`config.mk`:
```
export PLATFORM = sky130hd
export DESIGN_NAME = rr_mux_stream
export DESIGN_NICKNAME = d
export VERILOG_FILES = /design/src/rtl/rr_mux_pkg.sv /design/src/rtl/rr_arbiter.sv /design/src/rtl/rr_mux_stream.sv
export SDC_FILE = /design/constraint.sdc
export NUM_CORES = 1
export LEC_CHECK = 0
export ABC_CLOCK_PERIOD_IN_PS = 4300
export CAP_MARGIN = 40
export CORE_AREA = 2 2 40 79
export CTS_CLUSTER_SIZE = 8
export DETAILED_ROUTE_END_ITERATION = 10
export DIE_AREA = 0 0 42 81
export PLACE_DENSITY_LB_ADDON = 0.12
export SYNTH_ARGS = -nofsm -noshare
export SYNTH_HDL_FRONTEND = slang
export SYNTH_HIERARCHICAL = 1
export SYNTH_SLANG_ARGS = --single-unit
```
`constraint.sdc`:
```
create_clock -name clk -period 4.3 [get_ports clk]
set_input_delay 1.29 -clock clk [delete_from_list [all_inputs] [get_ports clk]]
set_output_delay 1.29 -clock clk [all_outputs]
set_load 0.05 [all_outputs]
```
`src/rtl/rr_mux_pkg.sv`:
```
// Shared constants and helpers for the round-robin stream multiplexer.
package rr_mux_pkg;

  localparam int DEF_N_CH = 4;
  localparam int DEF_W    = 8;

  // Channel-index width; never zero so a single-channel build still has a port.
  function automatic int ch_w(input int n);
    return (n > 1) ? $clog2(n) : 1;
  endfunction

endpackage

```
`src/rtl/rr_arbiter.sv`:
```
// Combinational arbiter: rotate the doubled request vector by ptr, then
// priority-encode and map the offset back to an absolute channel index.
module rr_arbiter
  import rr_mux_pkg::*;
#(
  parameter int N_CH = DEF_N_CH,
  parameter int RR   = 1,
  localparam int CH_W = ch_w(N_CH)
) (
  input  logic [N_CH-1:0] req,
  input  logic [CH_W-1:0] ptr,
  output logic [N_CH-1:0] gnt,
  output logic [CH_W-1:0] gnt_idx,
  output logic            any_gnt
);

  logic [2*N_CH-1:0] dbl;
  logic [N_CH-1:0]   rot;
  logic [CH_W-1:0]   base;
  logic [CH_W-1:0]   off;
  int                sum;

  always_comb begin
    // Fixed priority is just round-robin pinned at base 0.
    base = '0;
    if (RR != 0 && int'(ptr) < N_CH) base = ptr;
    dbl = {req, req};
    rot = dbl[base +: N_CH];
    off = '0;
    for (int i = N_CH - 1; i >= 0; i--) begin
      if (rot[i]) off = CH_W'(i);
    end
    sum = int'(base) + int'(off);
    if (sum >= N_CH) sum = sum - N_CH;
    gnt_idx = CH_W'(sum);
    any_gnt = |req;
    gnt     = '0;
    if (any_gnt) gnt[gnt_idx] = 1'b1;
  end

endmodule

```
`src/rtl/rr_mux_stream.sv`:
```
// N-channel valid/ready stream merger with a single registered output slot
// tagged by source channel; round-robin or fixed-priority arbitration.
module rr_mux_stream
  import rr_mux_pkg::*;
#(
  parameter int N_CH = DEF_N_CH,
  parameter int W    = DEF_W,
  parameter int RR   = 1,
  localparam int CH_W = ch_w(N_CH)
) (
  input  logic                      clk,
  input  logic                      rst_n,
  input  logic [N_CH-1:0][W-1:0]    in_data,
  input  logic [N_CH-1:0]           in_valid,
  output logic [N_CH-1:0]           in_ready,
  output logic [W-1:0]              out_data,
  output logic [CH_W-1:0]           out_ch,
  output logic                      out_valid,
  input  logic                      out_ready
);

  localparam logic [CH_W-1:0] LAST = CH_W'(N_CH - 1);

  logic            load_en;
  logic [CH_W-1:0] ptr;
  logic [CH_W-1:0] ptr_nxt;
  logic [CH_W-1:0] gnt_idx;
  logic [N_CH-1:0] gnt;
  logic            any_gnt;

  rr_arbiter #(.N_CH(N_CH), .RR(RR)) u_arb (
    .req     (in_valid),
    .ptr     (ptr),
    .gnt     (gnt),
    .gnt_idx (gnt_idx),
    .any_gnt (any_gnt)
  );

  // Slot can take a word when empty or being drained on this edge.
  assign load_en  = !out_valid || out_ready;
  assign in_ready = (rst_n && load_en) ? gnt : '0;
  assign ptr_nxt  = (gnt_idx == LAST) ? '0 : gnt_idx + 1'b1;

  always_ff @(posedge clk or negedge rst_n) begin
    if (!rst_n) begin
      out_valid <= 1'b0;
      out_data  <= '0;
      out_ch    <= '0;
      ptr       <= '0;
    end else if (load_en) begin
      if (any_gnt) begin
        out_valid <= 1'b1;
        out_data  <= in_data[gnt_idx];
        out_ch    <= gnt_idx;
        if (RR != 0) ptr <= ptr_nxt;
      end else begin
        out_valid <= 1'b0;
      end
    end
  end

endmodule

```
; Word level (Yosys, flattened, before mapping)
; Index checks and enable logic that the tools add are counted.
[word_totals]
reg_bits = 13
ramBits = 0
rom_bits = 0
wordCells = 31
latchBits = 0
n_memories = 0
out_inout_bits = 15
in_bits = 39
[classes]
n_bitwise = 0
add_sub_neg = 3
magnitude_cmp = 3
n_div = 0
n_mul = 0
reduce_logical = 6
muxes = 13
eq_ne = 1
shift = 1
[ops]
columns = operator, n
row1 = $bmux W8 S2, 1
row2 = $mux W2, 6
row3 = $mux W4, 2
row4 = $mux W8, 1
row5 = $shiftx A8 B3 Y4, 1
row6 = $reduce_or A4 Y1, 1
row7 = $add A2 B2 Y3, 1
row8 = $ge A3 B3 Y1 const B, 1
row9 = $lt A2 B3 Y1 const B, 1
row10 = $add A2 B1 Y2 const B, 1
row11 = $demux W1 S2, 1
row12 = $eq A2 B2 Y1 const B, 1
row13 = $ge A2 B1 Y1 const B, 1
row14 = $logic_and A1 B1 Y1, 2
row15 = $mux W1, 2
row16 = $reduce_and A2 Y1, 1
row17 = $sub A2 B1 Y2 const B, 1
row18 = $logic_not A1 Y1, 1
row19 = $logic_or A1 B1 Y1, 1

; Depth between registers and ports, before layout
[depth]
depth_word = 14
depth_mapped = 11
depth_no_buf = 10

; By module
; Netlist, hierarchy kept.
[modules_own_cells]
columns = module, cells_per_inst, area_each_um2, n_inst, seq_area_each_um2
row1 = rr_mux_stream, 45, 718.2, 1, 325.3
row2 = rr_arbiter, 42, 326.6, 1, 0.0

; Least setup slack after synthesis
; No wires, ideal clock.
[synth_timing]
kind = input -> output
from = in in_valid[0]
to = out in_ready[3]
slack_ns = 0.055
cell_stages = 9
path_buffers = 1
required_time_ns = 3.010
arrival_time_ns = 2.955
cell_sequence = buf_6 -> o21a_1 -> a21oi_1 -> o211ai_1 -> ha_1 -> nor2b_1 -> nand2_1 -> mux2i_1 -> and3_1
[synth_between]
elab_chain_cells = 14
word_cells_on_any_way = 17
cone_classes = add/sub (2) / order compare (3) / shift (1) / mux (9) / reduce/logical (2)
[synth_lines]
columns = item, line_no
row1 = "start, declared", rr_mux_stream.sv:14  ; input logic [N_CH-1:0] in_valid,
row2 = $shiftx A8 B3 Y4 (*), rr_arbiter.sv:28  ; rot = dbl[base +: N_CH];
row3 = $mux W2 (3 in a row), rr_arbiter.sv:31  ; if (rot[i]) off = CH_W'(i);
row4 = $mux W2 (*), rr_arbiter.sv:31
row5 = $add A2 B2 Y3 (*), rr_arbiter.sv:33  ; sum = int'(base) + int'(off);
row6 = $ge A3 B3 Y1 / $sub A2 B1 Y2 (equally long branches), rr_arbiter.sv:34  ; if (sum >= N_CH) sum = sum - N_CH;
row7 = $mux W2 (*), rr_arbiter.sv:34
row8 = net gnt_idx[0], rr_mux_stream.sv:27  ; logic [CH_W-1:0] gnt_idx;
row9 = $lt A2 B3 Y1 (implied by the code) / $ge A2 B1 Y1 (equally long branches), rr_arbiter.sv:38  ; if (any_gnt) gnt[gnt_idx] = 1'b1;
row10 = $logic_and A1 B1 Y1 (implied by the code), rr_arbiter.sv:38
row11 = $mux W1 (implied by the code), rr_arbiter.sv:38
row12 = $demux W1 S2 (*), n/a
row13 = $mux W4 (*), rr_arbiter.sv:38
row14 = net gnt[3], rr_mux_stream.sv:28  ; logic [N_CH-1:0] gnt;
row15 = $mux W4 (*), rr_mux_stream.sv:41  ; assign in_ready = (rst_n && load_en) ? gnt : '0;
row16 = "end, declared", rr_mux_stream.sv:15  ; output logic [N_CH-1:0] in_ready,
; The timed path passes the listed nets; every way through them passes the cells marked *.

; Final worst setup path
[layout_timing]
from = in in_valid[3]
to = out in_ready[1]
; Same word-level chain as after synthesis.

==> parameters.txt <==
Parameter                              Value

Outcome
  Run status ... finished, final reports clean

Setup path
  Family with the most delay on the worst path ... simple AND/OR/NAND/NOR gates
  Cell count along the critical path ... 10
  Reg-to-Reg Start ... ptr[0]
  Total buffers and inverters traversed by the critical path ... 2
  CP startpoint ... in_valid[3]
  Kind of critical path ... input pin to primary output
  Longest individual stage delay on the worst path ... 0.39 ns
  Critical path, cell by cell ... buf_6, nor3b_2, o21ai_1, o211ai_1, ha_2, nor2b_4, nand2_2, mux2i_1, and3_1, buf_12
  CP Capture Type ... primary output
  Worst path arrival time ... 2.93 ns
  Largest fanout on the critical path ... 7
  Crit-path slowest cell ... sky130_fd_sc_hd__ha_2
  Reg2reg setup slack ... 1.32 ns
  Critical Path RT ... 3.01 ns
  Cell count of the worst reg-to-reg path ... 11
  Critical path launch point type ... input pin

STA
  Final Cycle Share ... 98.2%
  Max Freq ... 237 MHz
  Crit path time final ... 4.22 ns
  Number of endpoints failing setup at the final stage ... 0
  Transition at the pin with the smallest max-transition slack ... 0.511 ns
  Final count of pins violating max slew ... 0
  Post-layout worst setup margin ... 0.0765 ns
  Final worst clock skew ... 0.00178 ns
  Final count of hold timing violations ... 0
  Max-Slew Margin vs Limit ... 65.8%

Cells and area
  Leading cell types in the layout, fill and taps excluded ... sky130_fd_sc_hd__clkdlybuf4s50_1 (45), sky130_fd_sc_hd__dfrtp_1 (13), sky130_fd_sc_hd__mux2_2 (10), sky130_fd_sc_hd__buf_4 (10), sky130_fd_sc_hd__mux4_2 (8)
  Number of nets at the end of the flow ... 189
  Final standard cell count with taps included and fillers excluded ... 177
  Cell area after layout ... 1770 sq um
  Area overhead of the layout relative to synthesis ... 69.7%
  Most frequent standard cell in the layout excluding fill and tap cells ... sky130_fd_sc_hd__clkdlybuf4s50_1
  Layout cell share with drive strength beyond 1 ... 37.4%
  N_diodes ... 0
  Final Core Density ... 62.5%

Place
  Half-perimeter wire length after placement ... 2040 microns
  Routability congestion estimate ... 0.788
  Cell area reported after detailed placement ... 1660 sq um
  Count of buffers from port buffering ... 53
  Worst setup timing slack at the placement stage ... -0.364 ns
  Count of placed standard cells including taps ... 173

Yosys
  Number of distinct standard cells referenced by the synthesized netlist ... 32
  Synthesized area ... 1040 sq um
  Yosys warning total ... 6
  Count of state elements after synthesis ... 13
  Synthesized instance count ... 87
  Sequential element share of the synthesized area ... 31.1%
  Net count after synthesis ... 128
  Average instance area after synthesis ... 12.0 sq um

Clock network
  Num CTS Buffers ... 3
  Root Driver ... sky130_fd_sc_hd__clkbuf_8
  Level count of the clock H-tree ... 1
  Clk pin slew, worst setup/hold paths ... 0.05 ns
  Clock buffer depth ... 2
  Clk Latency, worst-skew pair ... 0.23 ns
  Total clock sinks ... 13
  CTS tree ... done
  Hold buffers post-CTS ... 0

Hold path
  Hold Crit Class ... flop to flop
  Source of the worst hold timing path ... out_data[1]
  Number of instances on the worst hold path ... 1

GRT
  Pin count of the biggest net entering global routing ... 14
  Congestion Overflow GR ... 0
  Wire length of the first global-routing pass ... 4130 microns
  Number of global-route vias before repair ... 922
  Overall fraction of global-route tracks in use ... 15.6%
  Number of antenna violations at the first check in global routing ... 0

Drt
  WL per Instance ... 14.5 microns
  Routed vias ... 917
  Final antenna-violating net count ... 0
  DR pass1 iterations ... 4
  Total Routed Length ... 2570 microns
  Count of routing violations after the opening detailed-route iteration ... 10
  Post-route DRC ... 0
  Avg Vias per Cell ... 5.18

Die
  Die width ... 42 microns
  Io pins ... 54
  Number of rows in the core area ... 28
  Starting Density ... 36.8%
  Core region area ... 2840 sq um
  Die area ... 3400 sq um
  DIE HEIGHT ... 81 microns

Power
  Max rail drop VDD ... 504 uV
  Leakage power figure ... 0.725 nW
  Overall power of the completed layout ... 1.40 mW
  Total power per unit cell area ... 789 nW/um^2

Flow run
  Max Cap Viol ... 0
[through the flow]
step                hold slack [ns]  TNS [ns]
floorplan                     0.465         0
global placement              0.488     -1.34
detailed placement            0.492     -1.45
CTS                           0.505         0
global route                  0.525   -0.0264
finish                        0.502         0
[Yosys cell counts (all sizes together)]
| cell | n | area (sq um) |
|---|---|---|
| xnor2 | 2 | 17.5 |
| ha | 2 | 25.0 |
| or4 | 1 | 11.3 |
| mux2i | 6 | 60.1 |
| mux2 | 12 | 135 |
| and3 | 4 | 25.0 |
| nor2b | 1 | 6.26 |
| o211ai | 1 | 7.51 |
| o21a | 1 | 7.51 |
| nand2 | 6 | 22.5 |
| xor2 | 1 | 8.76 |
| nor3 | 1 | 5.00 |
| o21ai | 2 | 13.8 |
| nand2b | 2 | 12.5 |
| a21oi | 2 | 10.0 |
| dfrtp | 13 | 325 |
| clkbuf | 1 | 3.75 |
| nor2 | 5 | 18.8 |
| or2b | 1 | 8.76 |
| and2b | 1 | 8.76 |
| o311ai | 1 | 26.3 |
| buf | 6 | 61.3 |
| nor3b | 2 | 15.0 |
| nor4 | 2 | 12.5 |
| and3b | 1 | 8.76 |
| inv | 2 | 7.51 |
| mux4 | 8 | 180 |
[area by class of cell]
type                            instances  area (sq um)
Tap cell                               30          37.5
Timing Repair Buffer                   63           651
Clock buffer                            4          45.0
Sequential cell                        13           325
Fill cell                             230          1060
Multi-Input combinational cell         65           707
Inverter                                2          7.51
[where the power goes]
group          switching (mW)  total [mW]  leakage (nW)  internal [mW]
Sequential             0.0538       0.239         0.150          0.185
Combinational           0.526        1.06         0.553          0.530
Clock                  0.0384       0.104        0.0228         0.0651
Total                   0.619        1.40         0.725          0.780
[what timing repair did]
action / 4_1_cts / 5_1_grt
resized for setup: 18 / 23
pin swaps: 2 / 7
hold endpoints to repair: 0 / 0
setup buffers: 0 / 0
setup endpoints to repair: 4 / 4
[state kept, by name, summed over array words and instances, names as in the netlist]
name       cells
ptr            2
out_ch         2
out_data       8
out_valid      1
[worst paths after layout]
check | endpoint
worst max-delay path | in_ready[1]
worst min-delay path | out_data[1]
worst max register to register | out_data[2]
worst min register to register | out_data[1]
max in group asynchronous | out_data[6]
min in group asynchronous | out_data[5]
[metal layers]
layer	GRT usage, %	share of wire, %
met1	16.8	40
met2	29.1	52
met3	3.33	7.2
met4	5.81	0.82
met5	0	0
[kinds of logic (layout without fill, tap and decap cells)]
logic type                 Yosys count  after routing  synth area share [%]
DFF                                 13             13                  31.1
adders and majority gates            2              2                  2.39
AOI/OAI and AO/OA                    7              7                  6.23
xor gates and xnor gates             3              3                  2.52
muxes                               26             26                  35.9
and+or+nand+nor                     27             27                  14.8
buffers and inverters                9             69                  6.95
No activity file was read; power rests on OpenSTA's default activity.
